$ cat config.mk
export PLATFORM = sky130hd
export DESIGN_NAME = keypad_scan_ctrl
export DESIGN_NICKNAME = d
export VERILOG_FILES = /design/src/rtl/keypad_pkg.sv /design/src/rtl/keypad_decode.sv /design/src/rtl/keypad_scan_ctrl.sv
export SDC_FILE = /design/constraint.sdc
export NUM_CORES = 1
export LEC_CHECK = 0
export ABC_CLOCK_PERIOD_IN_PS = 6000
export BUFFER_PORTS_ARGS = -buffer_cell sky130_fd_sc_hd__buf_2
export CORE_ASPECT_RATIO = 0.9
export CORE_MARGIN = 4
export CORE_UTILIZATION = 40
export CTS_CLUSTER_SIZE = 24
export DETAILED_ROUTE_END_ITERATION = 10
export PLACE_DENSITY = 0.62
export SETUP_SLACK_MARGIN = 0.05
export SYNTH_ARGS = -nofsm -noshare
export SYNTH_HDL_FRONTEND = slang
export SYNTH_SLANG_ARGS = --single-unit
$ cat constraint.sdc
create_clock -name clk -period 6 [get_ports clk]
set_input_delay 0.9 -clock clk [delete_from_list [all_inputs] [get_ports clk]]
set_output_delay 0.9 -clock clk [all_outputs]
set_load 0.01 [all_outputs]
$ cat src/rtl/keypad_pkg.sv
// Shared definitions for the keypad scan controller: FSM state codes, row constants and key codes.
package keypad_pkg;

  localparam logic [2:0] StIdle     = 3'd0;
  localparam logic [2:0] StDebounce = 3'd1;
  localparam logic [2:0] StScan     = 3'd2;
  localparam logic [2:0] StRelease  = 3'd3;
  localparam logic [2:0] StCommit   = 3'd4;

  localparam logic [3:0] ROW_ALL   = 4'b1111;
  localparam logic [3:0] ROW_FIRST = 4'b0001;
  localparam logic [3:0] ROW_LAST  = 4'b1000;

  // Key codes are {row one-hot, column one-hot}
  localparam logic [7:0] KEY_1    = 8'h11;
  localparam logic [7:0] KEY_2    = 8'h12;
  localparam logic [7:0] KEY_3    = 8'h14;
  localparam logic [7:0] KEY_4    = 8'h21;
  localparam logic [7:0] KEY_5    = 8'h22;
  localparam logic [7:0] KEY_6    = 8'h24;
  localparam logic [7:0] KEY_7    = 8'h41;
  localparam logic [7:0] KEY_8    = 8'h42;
  localparam logic [7:0] KEY_9    = 8'h44;
  localparam logic [7:0] KEY_STAR = 8'h81;
  localparam logic [7:0] KEY_0    = 8'h82;
  localparam logic [7:0] KEY_HASH = 8'h84;

  function automatic logic is_onehot4(input logic [3:0] v);
    return (v != 4'd0) && ((v & (v - 4'd1)) == 4'd0);
  endfunction

endpackage

$ cat src/rtl/keypad_decode.sv
// Maps a latched {row,col} key code to a speed setpoint or turn direction.
module keypad_decode
  import keypad_pkg::*;
(
  input  logic [7:0] code_i,
  output logic       hit_o,
  output logic       is_speed_o,
  output logic [3:0] speed_val_o,
  output logic       turn_val_o
);

  always_comb begin
    hit_o       = 1'b1;
    is_speed_o  = 1'b1;
    speed_val_o = 4'd0;
    turn_val_o  = 1'b0;
    case (code_i)
      KEY_1:    speed_val_o = 4'd1;
      KEY_2:    speed_val_o = 4'd2;
      KEY_3:    speed_val_o = 4'd3;
      KEY_4:    speed_val_o = 4'd4;
      KEY_5:    speed_val_o = 4'd5;
      KEY_6:    speed_val_o = 4'd6;
      KEY_7:    speed_val_o = 4'd7;
      KEY_8:    speed_val_o = 4'd8;
      KEY_9:    speed_val_o = 4'd9;
      KEY_0:    speed_val_o = 4'd0;
      KEY_STAR: begin
        is_speed_o = 1'b0;
        turn_val_o = 1'b1;
      end
      KEY_HASH: begin
        is_speed_o = 1'b0;
        turn_val_o = 1'b0;
      end
      default: begin
        hit_o      = 1'b0;
        is_speed_o = 1'b0;
      end
    endcase
  end

endmodule

$ cat src/rtl/keypad_scan_ctrl.sv
// Keypad sequencer: debounces a press, scans rows to locate the key and commits on debounced
// release with a single-cycle key_valid strobe.
module keypad_scan_ctrl
  import keypad_pkg::*;
#(
  parameter int unsigned DEB_CYCLES    = 16,
  parameter int unsigned SETTLE_CYCLES = 4,
  parameter int unsigned CNT_W         = 8
) (
  input  logic       clk,
  input  logic       rst_n,
  input  logic [3:0] col_in,
  output logic [3:0] row_out,
  output logic [7:0] key_code,
  output logic       key_valid,
  output logic [3:0] speed,
  output logic       turn,
  output logic       busy
);

  localparam logic [CNT_W-1:0] DebLast    = CNT_W'(DEB_CYCLES - 1);
  localparam logic [CNT_W-1:0] SettleLast = CNT_W'(SETTLE_CYCLES - 1);

  logic [2:0]       state_q, state_d;
  logic [CNT_W-1:0] cnt_q, cnt_d;
  logic [3:0]       scan_row_q, scan_row_d;
  logic [3:0]       col_ref_q, col_ref_d;
  logic [7:0]       code_q, code_d;
  logic             invalid_q, invalid_d;
  logic [7:0]       key_code_q, key_code_d;
  logic             key_valid_q, key_valid_d;
  logic [3:0]       speed_q, speed_d;
  logic             turn_q, turn_d;

  logic       dec_hit, dec_is_speed, dec_turn;
  logic [3:0] dec_speed;

  keypad_decode u_decode (
    .code_i      (code_q),
    .hit_o       (dec_hit),
    .is_speed_o  (dec_is_speed),
    .speed_val_o (dec_speed),
    .turn_val_o  (dec_turn)
  );

  always_comb begin
    state_d     = state_q;
    cnt_d       = cnt_q;
    scan_row_d  = scan_row_q;
    col_ref_d   = col_ref_q;
    code_d      = code_q;
    invalid_d   = invalid_q;
    key_code_d  = key_code_q;
    key_valid_d = 1'b0;
    speed_d     = speed_q;
    turn_d      = turn_q;
    case (state_q)
      StIdle: begin
        if (col_in != 4'd0) begin
          state_d   = StDebounce;
          cnt_d     = '0;
          col_ref_d = col_in;
        end
      end
      StDebounce: begin
        if (col_in != col_ref_q) begin
          state_d = StIdle;
        end else if (cnt_q == DebLast) begin
          state_d    = StScan;
          scan_row_d = ROW_FIRST;
          cnt_d      = '0;
        end else begin
          cnt_d = cnt_q + 1'b1;
        end
      end
      StScan: begin
        if (cnt_q != SettleLast) begin
          cnt_d = cnt_q + 1'b1;
        end else begin
          cnt_d = '0;
          if (is_onehot4(col_in)) begin
            code_d    = {scan_row_q, col_in};
            invalid_d = 1'b0;
            state_d   = StRelease;
          end else if (col_in != 4'd0) begin
            invalid_d = 1'b1;
            state_d   = StRelease;
          end else if (scan_row_q == ROW_LAST) begin
            // Bounce lost before any row answered
            state_d = StIdle;
          end else begin
            scan_row_d = scan_row_q << 1;
          end
        end
      end
      StRelease: begin
        if (col_in != 4'd0) begin
          cnt_d = '0;
        end else if (cnt_q == DebLast) begin
          state_d = StCommit;
          cnt_d   = '0;
          // Outputs are registered here so they change together with the strobe in StCommit
          if (dec_hit && !invalid_q) begin
            key_valid_d = 1'b1;
            key_code_d  = code_q;
            if (dec_is_speed) speed_d = dec_speed;
            else              turn_d  = dec_turn;
          end
        end else begin
          cnt_d = cnt_q + 1'b1;
        end
      end
      StCommit: state_d = StIdle;
      default:  state_d = StIdle;
    endcase
  end

  always_ff @(posedge clk) begin
    if (!rst_n) begin
      state_q     <= StIdle;
      cnt_q       <= '0;
      scan_row_q  <= ROW_FIRST;
      col_ref_q   <= 4'd0;
      code_q      <= 8'd0;
      invalid_q   <= 1'b0;
      key_code_q  <= 8'd0;
      key_valid_q <= 1'b0;
      speed_q     <= 4'd0;
      turn_q      <= 1'b0;
    end else begin
      state_q     <= state_d;
      cnt_q       <= cnt_d;
      scan_row_q  <= scan_row_d;
      col_ref_q   <= col_ref_d;
      code_q      <= code_d;
      invalid_q   <= invalid_d;
      key_code_q  <= key_code_d;
      key_valid_q <= key_valid_d;
      speed_q     <= speed_d;
      turn_q      <= turn_d;
    end
  end

  assign row_out   = (state_q == StScan) ? scan_row_q : ROW_ALL;
  assign key_code  = key_code_q;
  assign key_valid = key_valid_q;
  assign speed     = speed_q;
  assign turn      = turn_q;
  assign busy      = (state_q != StIdle);

endmodule
==> impl_summary.md <==
Status
The run finished with clean final reports.

Logic synthesis
The compound-cell area share of the yosys netlist is 15.15%. The unique cell type count in the Yosys netlist is 53. The instance count of the mapped netlist is 270. The share of the synthesized netlist area taken by xor and xnor gates is 3.009%. After Yosys synthesis, full adders, half adders and majority gates account for 0.9672% of the synthesized area. Of the total synthesized cell area, the portion taken by AND, OR, NAND and NOR gates is 28.96%. The register area share after synthesis is 36.11%. A synthesized cell averages 8.624 um2. The dominant combinational cell family by area after synthesis is simple AND/OR/NAND/NOR gates. Synthesis produced a netlist with a net count of 277. The main flop type after synthesis is dfxtp_1. Counting flops and latches in the post-synthesis netlist gives 42. For this run, the number of Yosys warnings is 0. The area of the mapped netlist is 0.002328 mm2. The fraction of synthesis flops using an asynchronous set or reset pin is 0%. The number of enable flip-flop cells after synthesis is 0. After synthesis, the share of cell area in mux cells is 10.75%.

Detailed routing
The wire length per cell is 14.29 um. The via density per instance is 5.604. The detailed-route via count is 1967. Wires add up to 5.017 mm. The count of unresolved DRC violations after routing is 0. The pre-antenna-repair detailed-routing pass consisted of 4 iterations. The first routing iteration left 120 violations. The number of nets with antenna violations after routing is 0.

Final layout
In the layout the commonest cells are dfxtp_1 (42), nor2_1 (32), nand2_1 (26), mux2i_1 (25), buf_2 (24). The antenna diode count is 0. The area growth from synthesis to layout is 9.242%. After the last flow step, the layout net total stands at 287. The number of fill cells is 576. The design area is 0.002544 mm2. Leaving out fill and tap cells, the most frequent cell in the layout is dfxtp_1.

The post-route netlist has 16.37% of its cells at a drive strength greater than 1.

Timing
In the finished design, the share of the clock period the worst path needs comes to 45.61%. At the pin with the least slew margin, the transition time is 0.8166 ns. Setup repair after global routing left no endpoint under its margin. The post-layout minimum cycle time is 2.737 ns. The post-route setup TNS is 0 ns.

On the final layout, the worst clock skew is 0.008393 ns. The worst relative slew slack is 45.46%. Setup violations remaining at the end of the flow were counted as 0.

The maximum clock frequency is 365.4 MHz. The number of pins exceeding their max-slew limit in the final report was 0. The final hold violation count is 0.

Setup path
The largest driver fanout on the critical path is 9. The startpoint of the most critical register-to-register path is cnt_q[4]. The setup slack on the worst flop-to-flop path is 3.67 ns. The element type at the critical path start is a flip-flop. At the worst endpoint, the arrival time is 1.84 ns. The worst register-to-register path ends at key_code[2]. The count of cells along the worst register-to-register path is 5. The worst setup path is captured at an output pin.

For the worst setup path, the data required time is 5.10 ns. The type of the worst setup path is reg -> out.

Clock tree
The number of setup buffers added after CTS is 0. In this run, post-CTS hold repair placed 0 buffers. At the later pin of the worst-skew pair, clock insertion delay measures 0.30 ns.

The maximum count of clock buffers along a single path is 2. Clock-pin slew was measured on the worst setup and hold paths at 0.08 ns. Counting the buffers created by CTS gives 5. The H-tree was split into 2 levels. The library cell used as clock root buffer is clkbuf_8.

The TritonCTS clock tree is built. After clock tree synthesis, the repair step resized 0 gates. The number of clock sinks is 42.

Floorplanning
The core box area is 0.005660 mm2. After floorplanning, the core was divided into 26 placement rows. The floorplan step defined a die boundary enclosing 0.007108 mm2. From bottom edge to top edge, the die measures 80.38 um. From left edge to right edge, the die measures 88.43 um. In this run the count of I/O pins placed on the die edge is 25. The starting density of the core is 41.14%.

Global route
Entering global routing, the biggest net connects 44 pins. The total track usage is 14.79%. The via count of the first global-routing pass is 1693. The first global-routing pass estimated 8.280 mm of wire. The initial antenna violation count is 0. The total overflow left after global routing is 0.

Min path
The type of the most critical hold path is reg -> reg. Along the worst hold path, the cell count comes to 2. The end point of the worst hold path is key_code[3]. The launch point of the worst hold path is key_code[3].

Pwr
Power spread over the standard cell area amounts to 222.2 mW/mm2. The maximum vdd drop is 0.1109 mV. The static leakage is 1.040 nW.

Place
The total placed instance area is 0.002434 mm2. Routability-driven placement finished with a final weighted congestion of 0.9052. Input and output buffers added on the ports amount to 24.

The placed wire-length estimate after detailed placement is 3.512 mm.

Flow run
The number of max-cap violations is 0.
-- how the worst max path moves through the flow --
| stage | endpoint | from |
|---|---|---|
| after global routing | key_code[0] | col_in[3] |
| after global placement | key_code[2] | col_in[3] |
| after floorplan | cnt_q[4] | col_in[3] |
| after detailed placement | key_code[0] | col_in[3] |
| after CTS | row_out[0] | state_q[1] |
| final | row_out[0] | state_q[1] |
-- cell usage after synthesis, drive strengths merged, types with 2 or more instances --
library cell  instances  area share (%)
nor2                 33             5.4
nand3b                4             1.3
dfxtp                42              36
mux2i                25              11
or2                   4             1.1
xnor2                 5             1.9
o211ai                4             1.5
a32oi                 3             1.1
nor4                  2             1.2
nor3                  4            0.86
xor2                  3             1.1
a31oi                 2            0.54
nand4b                4             1.5
nand4                 4             1.1
nor4bb                2            0.86
nand3                15             3.2
or4                   3             1.1
inv                   4            0.64
clkbuf               15             2.5
a21oi                 9             2.1
nand2b                3            0.81
buf                   6             1.9
or4b                  2            0.86
a211oi                3             1.2
o41ai                 2            0.75
and3                  6             1.6
nor2b                 4             1.1
o22ai                 4             1.1
nand2                26             4.2
nor4b                 3             1.8
o21ai                12             2.6
-- registers in the layout, summed over array words and instances (netlist names) --
signal,cells
key_valid,1
scan_row_q,4
state_q,3
col_ref_q,4
cnt_q,8
invalid_q,1
turn,1
code_q,8
key_code,8
speed,4
-- logic make-up after synthesis --
group,count (synthesis)
AOI/OAI and AO/OA,46
xor gates and xnor gates,8
adders and majority gates,2
buffers and inverters,25
DFF,42
muxes,25
and+or+nand+nor,122
-- worst max-delay path, cell delays in order (launching register included) --
cell and delay [ns]:
dfxtp_1 0.48, or3b_2 0.60, or2_2 0.32, buf_2 0.14
-- layer usage --
layer  routed length [um]  global-route usage (%)  share of wire (%)  vias to the layer above
met5                    0                       0                  0                        -
met3                  235                   3.179                4.7                        7
met2                 2042                   20.40                 41                       43
met1                 2675                   22.52                 53                      917
met4                   63                   4.532                1.3                        0
li1                     -                       -                  -                     1000
-- where the power goes --
part / switching (mW) / total (mW) / internal [mW]
clock: 0.0999 / 0.216 / 0.116
sequential: 0.00597 / 0.290 / 0.284
combinational: 0.0369 / 0.0588 / 0.0220
-- area by class of cell --
cell class / count / area (um2) / area share, %
clock buffer: 8 / 110.1 / 4.329
inverter: 4 / 15.01 / 0.5903
multi-input combinational: 203 / 1370 / 53.86
sequential: 42 / 840.8 / 33.05
tap: 70 / 87.58 / 3.443
timing repair buffer: 24 / 120.1 / 4.722
-- per-stage QoR --
| step | hold WS (ns) | utilization (%) | cells | total power, mW | setup WS (ns) |
|---|---|---|---|---|---|
| final | 0.4256 | 44.94 | 351 | 0.5653 | 3.263 |
| after global routing | 0.4519 | 44.94 | 351 | 0.5907 | 3.162 |
| after CTS | 0.4292 | 44.94 | 351 | 0.5726 | 3.259 |
| after detailed placement | 0.4162 | 42.99 | 343 | 0.3560 | 3.051 |
| after global placement | 0.4148 | 42.99 | 343 | 0.3555 | 3.073 |
| after floorplan | 0.4539 | - | 270 | 0.3458 | 3.415 |
(Power assumes the default switching activity.)
